--- config.mk ---
export PLATFORM = sky130hd
export DESIGN_NAME = window_sum_acc
export DESIGN_NICKNAME = d
export VERILOG_FILES = /design/src/rtl/window_sum_acc_pkg.sv /design/src/rtl/window_sum_acc_sat_clip.sv /design/src/rtl/window_sum_acc.sv
export SDC_FILE = /design/constraint.sdc
export NUM_CORES = 1
export LEC_CHECK = 0
export ABC_AREA = 1
export CORE_MARGIN = 2
export CORE_UTILIZATION = 45
export CTS_BUF_LIST = sky130_fd_sc_hd__clkbuf_4 sky130_fd_sc_hd__clkbuf_8 sky130_fd_sc_hd__clkbuf_16
export DETAILED_ROUTE_END_ITERATION = 7
export GPL_TIMING_DRIVEN = 1
export PLACE_DENSITY = 0.78
export SETUP_SLACK_MARGIN = 0.4
export SLEW_MARGIN = 25
export SYNTH_ARGS = -nofsm -noshare
export SYNTH_HDL_FRONTEND = slang
export SYNTH_SLANG_ARGS = --single-unit
--- constraint.sdc ---
create_clock -name clk -period 2.52 [get_ports clk]
set_clock_uncertainty 0.1 [all_clocks]
set_input_delay 0.378 -clock clk [delete_from_list [all_inputs] [get_ports clk]]
set_output_delay 0.378 -clock clk [all_outputs]
set_load 0.03 [all_outputs]
--- src/rtl/window_sum_acc_pkg.sv ---
// Shared definitions for the window-sum stage: sample width, upstream select
// encodings, window FSM states and a reusable saturating narrow function.
package window_sum_acc_pkg;

    localparam int DIN_W_DEF = 9;
    localparam int ACC_W_DEF = 12;
    localparam int OUT_W_DEF = 10;

    // Upstream ALU/select opcodes; a stream of their results feeds this stage.
    localparam logic [1:0] SEL_A   = 2'b00;
    localparam logic [1:0] SEL_B   = 2'b01;
    localparam logic [1:0] SEL_ADD = 2'b10;
    localparam logic [1:0] SEL_SUB = 2'b11;

    typedef enum logic [1:0] {
        ST_IDLE = 2'd0,
        ST_ACC  = 2'd1,
        ST_HOLD = 2'd2
    } state_t;

    function automatic logic [OUT_W_DEF-1:0] sat_signed(input logic signed [ACC_W_DEF-1:0] v);
        logic [ACC_W_DEF-OUT_W_DEF:0] hi;
        hi = v[ACC_W_DEF-1:OUT_W_DEF-1];
        if (!v[ACC_W_DEF-1] && (|hi))
            sat_signed = {1'b0, {(OUT_W_DEF-1){1'b1}}};
        else if (v[ACC_W_DEF-1] && !(&hi))
            sat_signed = {1'b1, {(OUT_W_DEF-1){1'b0}}};
        else
            sat_signed = v[OUT_W_DEF-1:0];
    endfunction

endpackage

--- src/rtl/window_sum_acc_sat_clip.sv ---
// Combinational signed saturator: narrows IN_W to OUT_W, clipping to the
// extreme representable values and flagging when clipping happened.
module window_sum_acc_sat_clip #(
    parameter int IN_W  = 12,
    parameter int OUT_W = 10
) (
    input  logic signed [IN_W-1:0]  i_val,
    output logic signed [OUT_W-1:0] o_val,
    output logic                    o_sat
);

    generate
        if (IN_W > OUT_W) begin : g_narrow
            // Value fits iff every bit from the sign down to bit OUT_W-1 agrees.
            logic w_pos_ovf;
            logic w_neg_ovf;
            assign w_pos_ovf = !i_val[IN_W-1] && (|i_val[IN_W-2:OUT_W-1]);
            assign w_neg_ovf =  i_val[IN_W-1] && !(&i_val[IN_W-2:OUT_W-1]);
            assign o_sat     = w_pos_ovf | w_neg_ovf;
            assign o_val     = w_pos_ovf ? {1'b0, {(OUT_W-1){1'b1}}} :
                               w_neg_ovf ? {1'b1, {(OUT_W-1){1'b0}}} :
                               i_val[OUT_W-1:0];
        end else begin : g_widen
            assign o_val = OUT_W'(i_val);
            assign o_sat = 1'b0;
        end
    endgenerate

endmodule

--- src/rtl/window_sum_acc.sv ---
// Sums a valid-qualified signed sample stream over non-overlapping windows of
// N samples and presents each saturated total behind a valid/ready handshake.
module window_sum_acc
    import window_sum_acc_pkg::*;
#(
    parameter int DIN_W = DIN_W_DEF,
    parameter int N     = 8,
    parameter int OUT_W = 10,
    localparam int CNT_W = $clog2(N),
    localparam int ACC_W = DIN_W + CNT_W
) (
    input  logic                    clk,
    input  logic                    rst_n,
    input  logic                    clr,
    input  logic signed [DIN_W-1:0] din,
    input  logic                    din_vld,
    output logic                    din_rdy,
    output logic signed [OUT_W-1:0] dout,
    output logic                    dout_sat,
    output logic                    dout_vld,
    input  logic                    dout_rdy,
    output logic [CNT_W-1:0]        win_cnt,
    output logic [1:0]              dbg_state
);

    // Handshake rules: a sample is taken when din_vld & din_rdy; a result
    // leaves when dout_vld & dout_rdy. din_rdy drops only while a result is
    // held and downstream stalls, so a pending result is never overwritten.

    logic signed [ACC_W-1:0] r_acc;
    logic [CNT_W-1:0]        r_win_cnt;
    logic signed [OUT_W-1:0] r_dout;
    logic                    r_dout_sat;
    logic                    r_dout_vld;
    state_t                  r_state;

    logic                    w_acc_in;
    logic                    w_take;
    logic                    w_xfer;
    logic                    w_last;
    logic                    w_complete;
    logic signed [ACC_W-1:0] w_sum;
    logic signed [OUT_W-1:0] w_sat_val;
    logic                    w_sat_flag;
    logic                    w_nxt_vld;
    logic [CNT_W-1:0]        w_nxt_cnt;

    assign din_rdy    = !r_dout_vld | dout_rdy;
    assign w_acc_in   = din_vld & din_rdy;
    assign w_take     = w_acc_in & !clr;
    assign w_xfer     = r_dout_vld & dout_rdy;
    assign w_last     = (r_win_cnt == CNT_W'(N - 1));
    assign w_complete = w_take & w_last;
    assign w_sum      = r_acc + ACC_W'(din);

    window_sum_acc_sat_clip #(
        .IN_W  (ACC_W),
        .OUT_W (OUT_W)
    ) u_sat_clip (
        .i_val (w_sum),
        .o_val (w_sat_val),
        .o_sat (w_sat_flag)
    );

    assign w_nxt_vld = w_complete | (r_dout_vld & !w_xfer);

    always_comb begin
        w_nxt_cnt = r_win_cnt;
        if (clr)
            w_nxt_cnt = '0;
        else if (w_take)
            w_nxt_cnt = w_last ? '0 : r_win_cnt + CNT_W'(1);
    end

    always_ff @(posedge clk or negedge rst_n) begin
        if (!rst_n) begin
            r_acc      <= '0;
            r_win_cnt  <= '0;
            r_dout     <= '0;
            r_dout_sat <= 1'b0;
            r_dout_vld <= 1'b0;
            r_state    <= ST_IDLE;
        end else begin
            r_win_cnt  <= w_nxt_cnt;
            r_dout_vld <= w_nxt_vld;
            if (clr || w_complete)
                r_acc <= '0;
            else if (w_take)
                r_acc <= w_sum;
            if (w_complete) begin
                r_dout     <= w_sat_val;
                r_dout_sat <= w_sat_flag;
            end
            // HOLD tracks the output register; a partial window may run under it.
            if (w_nxt_vld)
                r_state <= ST_HOLD;
            else if (w_nxt_cnt != '0)
                r_state <= ST_ACC;
            else
                r_state <= ST_IDLE;
        end
    end

    assign dout      = r_dout;
    assign dout_sat  = r_dout_sat;
    assign dout_vld  = r_dout_vld;
    assign win_cnt   = r_win_cnt;
    assign dbg_state = r_state;

endmodule

After elaboration in Yosys (flattened, before gate mapping)
Index checks and enable logic that the tools add are counted.
{"block": "totals", "ram_bits": 0, "rom_bits": 0, "in_bits": 14, "mem_count": 0, "elab_cells": 38, "out_inout_bits": 18, "latch_bits": 0, "register_bits": 29}
{"block": "classes", "n_shift": 0, "n_bitwise": 8, "muxes": 9, "n_reduce_logical": 12, "n_eq_ne": 1, "div": 0, "multipliers": 0, "n_lt_le_gt_ge": 0, "addsub": 2}
{"cell": "two-way mux 12 bit", "n": 2}
{"cell": "two-way mux 10 bit", "n": 2}
{"cell": "adder 12 x 9 -> 12 bit", "n": 1}
{"cell": "two-way mux 3 bit", "n": 3}
{"cell": "AND 1 bit", "n": 5}
{"cell": "logical NOT 1 bit", "n": 5}
{"cell": "adder 3 x 1 -> 3 bit (second input constant)", "n": 1}
{"cell": "equality test 3 bit (second input constant)", "n": 1}
{"cell": "bitwise OR 1 bit", "n": 3}
{"cell": "nonzero test 3 bit", "n": 1}
{"cell": "logical AND 1 bit", "n": 2}
{"cell": "two-way mux 2 bit", "n": 1}
{"cell": "AND reduction 2 bit", "n": 1}
{"cell": "nonzero test 2 bit", "n": 1}
{"cell": "OR reduction 2 bit", "n": 1}
{"cell": "logical OR 1 bit", "n": 1}
{"cell": "two-way mux 1 bit", "n": 1}

Logic depth before layout (Yosys ltp)
Gate-level depths: netlist of run 1.
{"block": "depth", "ltp_word": 9, "depth_mapped": 14, "ltp_nobuf": 14}

Hierarchy
A second synthesis of run 1 with hierarchy kept.
{"block": "hier_totals", "cells_unflattened": 245, "hier_area_um2": 1934.4}
{"module": "window_sum_acc", "cells_per_inst": 222, "area_each_um2": 1823.0, "seq_area_each_um2": 700.7, "instances": 1}
{"module": "window_sum_acc_sat_clip", "cells_per_inst": 23, "area_each_um2": 111.4, "seq_area_each_um2": 0.0, "instances": 1}

Worst setup path after synthesis of run 1
OpenSTA, ideal clock, no wires.
{"block": "synth_path", "path_kind": "input -> register", "start": "input din[0]", "end": "register r_dout[2] (netlist: dout[2])", "setup_time_ns": 0.130, "cell_stages": 11, "slack_ns": 0.554, "required_ns": 2.290, "t_arrival_ns": 1.736, "path_cell_list": "ha_1 -> inv_1 -> fa_1 -> inv_1 -> nand3_1 -> nand3_1 -> nand2_1 -> nand2_2 -> nand2_2 -> a21oi_4 -> a21oi_1"}
{"block": "synth_between", "elab_chain_len": 6}
{"element": "start, declared", "line_no": "window_sum_acc.sv:15", "rtl": "input logic signed [DIN_W-1:0] din,"}
{"element": "adder 12 x 9 -> 12 bit (*)", "line_no": "window_sum_acc.sv:54", "rtl": "assign w_sum = r_acc + ACC_W'(din);"}
{"element": "AND reduction 2 bit", "line_no": "window_sum_acc_sat_clip.sv:18", "rtl": "assign w_neg_ovf = i_val[IN_W-1] && !(&i_val[IN_W-2:OUT_W-1]);"}
{"element": "logical NOT 1 bit", "line_no": "window_sum_acc_sat_clip.sv:18"}
{"element": "logical AND 1 bit", "line_no": "window_sum_acc_sat_clip.sv:18"}
{"element": "two-way mux 10 bit", "line_no": "window_sum_acc_sat_clip.sv:21", "rtl": "w_neg_ovf ? {1'b1, {(OUT_W-1){1'b0}}} :"}
{"element": "two-way mux 10 bit (*)", "line_no": "window_sum_acc_sat_clip.sv:20", "rtl": "assign o_val = w_pos_ovf ? {1'b0, {(OUT_W-1){1'b1}}} :"}
{"element": "end signal, assigned", "line_no": "window_sum_acc.sv:91", "rtl": "r_dout <= w_sat_val;"}
{"element": "end, declared", "line_no": "window_sum_acc.sv:32", "rtl": "logic signed [OUT_W-1:0] r_dout;"}
Every way passes the cells marked *; elsewhere a longest branch is shown, timed or not.
A chain may end at the register's enable or synchronous reset.

Worst setup path in the final report of run 1
{"block": "layout_path", "start": "input din[1]", "end": "register r_dout[7] (netlist: dout[7])"}
Same word-level chain as after synthesis.

==> results.md, run 1 <==
- Final-report hold violation count: 0
- Port bufs: 31
- Site row count: 23
- Worst skew pair latency: 280 ps
- # DRC: 0
- RSZ-0062 raised after global routing: yes
- Final nets: 316
- Net Count, Synth: 266
- CP top delay family: simple AND/OR/NAND/NOR gates
- Routability congestion estimate: 0.880
- Tcrit/Tclk final: 81.5%
- DIE AREA: 4670 um^2
- Crit-path cells: clkdlybuf4s50_1 > ha_1 > nand3_1 > nand3_2 > nand3_1 > nand4_1 > nand2_4 > inv_2 > nand2_4 > nand2_1 > a21oi_2
- Post-synth top area cell: dfrtp_1
- Initial Util: 46.5%
- Cts bufs inserted: 3
- Share of layout cells above drive strength 1: between 20% and 30%
- Hold buffers post-CTS: 0
- Max IR drop VDD: 0.000456 V
- Cells after synthesis: 238
- Core area: roughly 4000 um^2
- Status: finished, final reports clean
- Vias in the first global route: 1705
- Max-slew headroom: 75.7%
- CP max stage delay: around 420 ps
- Wire per inst: 15.5 um
- Longest Clk Path Bufs: 2
- Critical Path RT: 2640 ps
- Avg Cell Area, Syn: 7.82 um^2
- DRT Pass-1 Iters: 4
- Hold WS: between 300 and 400 ps
- CP bufs+invs: 2
- Final slew viol count: 0
- Synthesis Warnings: 0
- Setup WS pre-CTS: -102 ps
- CTS tree: built
- Leakage: approximately 1.3 nW
- Post-layout minimum cycle time: about 2100 ps
- Fmax: 0.487 GHz
- Area contributors post-synth: dfrtp_1 (38%), nand2_1 (13%), ha_1 (8.7%)
- Initial antenna violation count: 0
- Ant. Diodes: 0
- Worst Path Arrival: ~2200 ps
- IO Pins: 32
- Final setup fails: 0
- P&R area growth vs syn: 41.9%
- Clock transition at path regs: 100 ps
- Max Cap Viol: 0
- Unique masters post-synth: 29
- FF+latch count, synth: 28
- Synth top area share: 37.6%
- Routed WL: 5.21 mm
- Antenna-violating nets left: 0
- CP endpoint kind: flop
- Initial DRC count: 129
- First-pass GRT wire length: ~7.9 mm
- Worst path slowest cell: clkdlybuf4s50_1
- Reg2reg setup slack: 480 ps
- Post-synthesis sequential area ratio: 37.6%
- HPWL Detailed: between 3 and 4 mm
- H-tree depth: 1
- Total Routing Usage GR: between 20% and 30%
- Overflow after GRT: 0
- CP max FO: 5
- Chip width: just under 70 um
- Pin count of the biggest net entering global routing: 29
- Worst r2r src: r_acc[0]
- PD cells: 584 nW/um^2
- Die Ht: 68.3 um
- Setup CP Type: input pin to flop
- Worst-margin pin slew: between 300 and 400 ps
- Critical Path Source Type: input pin
- Tightest Hold Check Type: input pin to async pin
- Sink Count: 28
- Vias per cell: about 5.4
- CTS root buf: clkbuf_8
- Worst setup margin: 466 ps
- DR vias: approximately 1.8k
- Netlist Area Pre-Place: 1860 um^2
- Reg2Reg Capture Point: dout[0]
- Worst R2R Path Depth: 12
cell families (layout without fill, tap and decap cells):
kind of cell	after synthesis	in the layout	synth area share, %
adders and majority gates	14	14	9.81
muxes	1	1	0.538
AOI/OAI and AO/OA	32	32	11.3
xor gates and xnor gates	8	8	3.76
DFF	28	28	37.6
buffers and inverters	41	89	8.47
and+or+nand+nor	114	115	28.5
per-layer routing:
layer / track usage [%] / routed length (um) / vias to the layer above
met5: 0 / 0 / -
li1: - / - / 874
met1: 27.8 / 2170 / 867
met3: 4.11 / 224 / 14
met4: 5.75 / 106 / 0
met2: 42.0 / 2720 / 53
power breakdown:
part	total, W	switching (W)	internal, W
clock	0.000279	0.000139	0.000140
combinational	0.000730	0.000432	0.000298
sequential	0.000532	0.0000411	0.000491
cell usage after synthesis, drive strengths merged:
cell / number
nand2: 70
inv: 37
dfrtp: 28
nand3: 19
a21oi: 15
ha: 13
nor2: 12
o21ai: 8
or2: 7
a32o: 6
xnor2: 6
nand4: 5
clkbuf: 3
xor2: 2
a31oi: 1
buf: 1
fa: 1
mux2i: 1
nor3: 1
o21bai: 1
o22ai: 1
registers in the layout, indices dropped and copies added (netlist names):
signal     cells
win_cnt        3
dout          10
dbg_state      1
r_acc         12
dout_vld       1
dout_sat       1
worst max path at each step:
| stage | cells past startpoint | slack (ps) | startpoint | end |
|---|---|---|---|---|
| floorplan | 11 | 550 | din[0] | dout[2] |
| global placement | 11 | -50 | din[8] | dout[6] |
| detailed placement | 11 | -100 | din[8] | dout[4] |
| CTS | 11 | 400 | din[7] | dout[3] |
| global route | 9 | 380 | r_acc[0] | dout[8] |
| finish | 11 | 470 | din[1] | dout[7] |
stage by stage:
stage          instances  cell area (um^2)  util, %  total power [W]  TNS, ps
4_1_cts              331              2500     62.5          0.00145        0
3_3_place_gp         324              2280     57.1          0.00108     -289
3_5_place_dp         324              2280     57.1          0.00110     -740
5_1_grt              337              2640     66.0          0.00163        0
6_report             337              2640     66.0          0.00154        0
2_1_floorplan        238              1860        -         0.000918        0
cell type report:
cell class	instances	area [um^2]
timing repair buffer	48	454
multi-input combinational	170	1230
tap	50	62.6
fill	324	1360
inverter	37	139
sequential	28	701
clock buffer	4	55.1
layout by cell type, fill, tap and decap left out, drive strengths merged:
cell	n
xnor2	6
o22ai	1
a31oi	1
xor2	2
a21oi	15
dlymetal6s2s	4
o21ai	8
dlygate4sd2	4
clkdlybuf4s50	22
a32o	6
clkbuf	5
nand4	5
nand3	19
or2	7
ha	13
mux2i	1
nor3	1
nor2	12
nand2	71
o21bai	1
buf	17
dfrtp	28
inv	37
fa	1
timing repair:
item | in CTS | in global routing
pin swaps | 9 | 16
gates resized for setup | 28 | 26
setup buffers | 3 | 5
hold endpoints to repair | 0 | 0
setup endpoints to repair | 13 | 10
cloned | 0 | 1
(Power assumes the default switching activity.)
==> run 2: changes to the inputs <==
==> constraint.sdc (replaced) <==
create_clock -name clk -period 1.92 [get_ports clk]
set_clock_uncertainty 0.1 [all_clocks]
set_input_delay 0.288 -clock clk [delete_from_list [all_inputs] [get_ports clk]]
set_output_delay 0.288 -clock clk [all_outputs]
set_load 0.03 [all_outputs]
==> run 2 against run 1 <==
Against the previous run:
- the run now ends with negative setup slack left
- highest routed layer unchanged
- clock power grew 37%
- power up 51%
- first-iteration DRC count rose by 15%
- sequential share of layout area down 3.8 points
- count of clock-buffer cells in the layout is the same
- register-to-register slack worse by 690 ps
- die area stayed put
- worst setup slack got worse by 680 ps
- core utilization rose by 11 points
==> results.md, run 2 (synthesized netlist as in run 1, its figures left out) <==
- Status: complete, but fails checks
- Failing checks: negative setup slack
- Sequential fraction of design power: between 30% and 40%
- Clock network power share: 16.5%
- Most frequent cells in the layout: nand2_1 (46), buf_4 (41), inv_1 (29)
- Final setup fails: 14
- Total Routing Usage GR: between 20% and 30%
- Most used cell, CP: nand2_2
- Ant. Diodes: 0
- IO Pins: 32
- Initial DRC count: 148
- Filler cell count: between 200 and 250
- CP endpoint kind: flop
- CP Launch Point: r_acc[8]
- CTS root buf: clkbuf_8
- HPWL Detailed: 3.57 mm
- RSZ-0062 raised after global routing: yes
- Multi-input gate area: 1470 um^2
- Site row count: 23
- Longest Clk Path Bufs: 2
- Worst path slowest cell: dfrtp_1
- Critical Path RT: about 2000 ps
- Switching Fraction: roughly two fifths
- Worst skew pair latency: 290 ps
- CTS tree: built
- Setup CP Type: flop to flop
- Vias in the first global route: 1872
- Pin count of the biggest net entering global routing: 29
- Overflow after GRT: 0
- Chip width: 68.3 um
- Antenna-violating nets left: 0
- # DRC: 0
- Max IR drop VDD: 0.000524 V
- Worst-margin pin slew: 370 ps
- Reg2reg setup slack: -210 ps
- DRT Pass-1 Iters: 4
- Tcrit/Tclk final: 111%
- Most flops, register: r_acc
- Final slew viol count: 0
- CP max stage delay: 460 ps
- Worst Path Arrival: 2210 ps
- Final-report hold violation count: 0
- Max-slew headroom: 75.3%
- Final nets: 345
- Routed WL: 6.30 mm
- DR vias: 2039
- Reg2Reg Capture Point: dout[2]
- Worst R2R Path Depth: 11
- Routability congestion estimate: 0.919
- CP bufs+invs: 1
- Leakage: 1.56 nW
- Tot Pwr: 0.00233 W
- Max Cap Viol: 0
- Net Sw Power: 0.000949 W
- Vias per cell: 5.57
- H-tree depth: 1
- Setup WS pre-CTS: -605 ps
- Hold WS: 279 ps
- Sink Count: 28
- Setup crit end: dout[2]
- Worst r2r src: r_acc[8]
- Max reg flops: 12
- Cts bufs inserted: 3
- Cell Int Power: 0.00138 W
- Finished Cell Area: 3100 um^2
- Tightest Hold Check Type: input pin to async pin
- Dpl cell area: approximately 2500 um^2
- Share of layout cells above drive strength 1: 47.5%
- Core area: 4000 um^2
- First-pass GRT wire length: 8.31 mm
- PD cells: around 750 nW/um^2
- Crit. path cell count: 11
- Port bufs: 31
- Initial antenna violation count: 0
- Most common cell after layout, fill and taps aside: nand2_1
- Initial Util: 46.5%
- Clock transition at path regs: 110 ps
- Setup TNS: -2060 ps
- Register area: 704 um^2
- Combinational share of power: 53.6%
- Critical Path Source Type: flop
- Wire per inst: between 15 and 20 um
- CP top delay family: simple AND/OR/NAND/NOR gates
- Die Ht: 68.3 um
- DIE AREA: 4670 um^2
- Crit-path cells: ha_4 > nand2_1 > nor2_2 > nand2_2 > nand3_2 > nand2_2 > nand2_2 > nand2_4 > a21oi_4 > buf_12 > a21oi_2
- Worst setup margin: -213 ps
- Fmax: 0.469 GHz
- Post-layout minimum cycle time: 2130 ps
- CP max FO: 7
- P&R area growth vs syn: 66.4%
## run 2: final cells by class
class / count / area share (%)
inverter: 37 / 4.73
multi-input combinational: 169 / 47.4
sequential: 28 / 22.7
tap: 50 / 2.02
clock buffer: 4 / 1.78
timing repair buffer: 78 / 21.3
## run 2: how the worst min path moves through the flow
stage / startpoint / to / depth (start not counted)
5_1_grt: rst_n / r_acc[9] / 2
3_5_place_dp: dout[0] / dout[0] / 2
3_3_place_gp: dout_sat / dout_sat / 2
4_1_cts: rst_n / r_acc[9] / 2
2_1_floorplan: rst_n / dbg_state[0] / 0
6_report: rst_n / r_acc[10] / 2
## run 2: timing repair
action,4_1_cts,5_1_grt
setup buffers,12,12
gates resized for setup,57,63
pin swaps,20,27
hold buffers,0,0
endpoints found under the setup margin,40,24
## run 2: power groups by stage
stage          Clock (W)  Sequential, W  Combinational (W)
5_1_grt         0.000405       0.000702            0.00132
6_report        0.000383       0.000698            0.00125
3_3_place_gp           0       0.000697           0.000829
4_1_cts         0.000377       0.000692           0.000962
2_1_floorplan          0       0.000727           0.000513
3_5_place_dp           0       0.000698           0.000840
## run 2: routing by layer
metal  GRT usage, %  wire, um
met5              0         0
met4           7.25       234
met3           3.78       342
met2           42.8      3270
met1           28.7      2440
## run 2: stage by stage
step                      utilization (%)  std cells
after floorplan                         -        238
after global placement               61.6        338
after detailed placement             61.6        338
after CTS                            68.4        354
after global routing                 77.4        366
final                                77.4        366
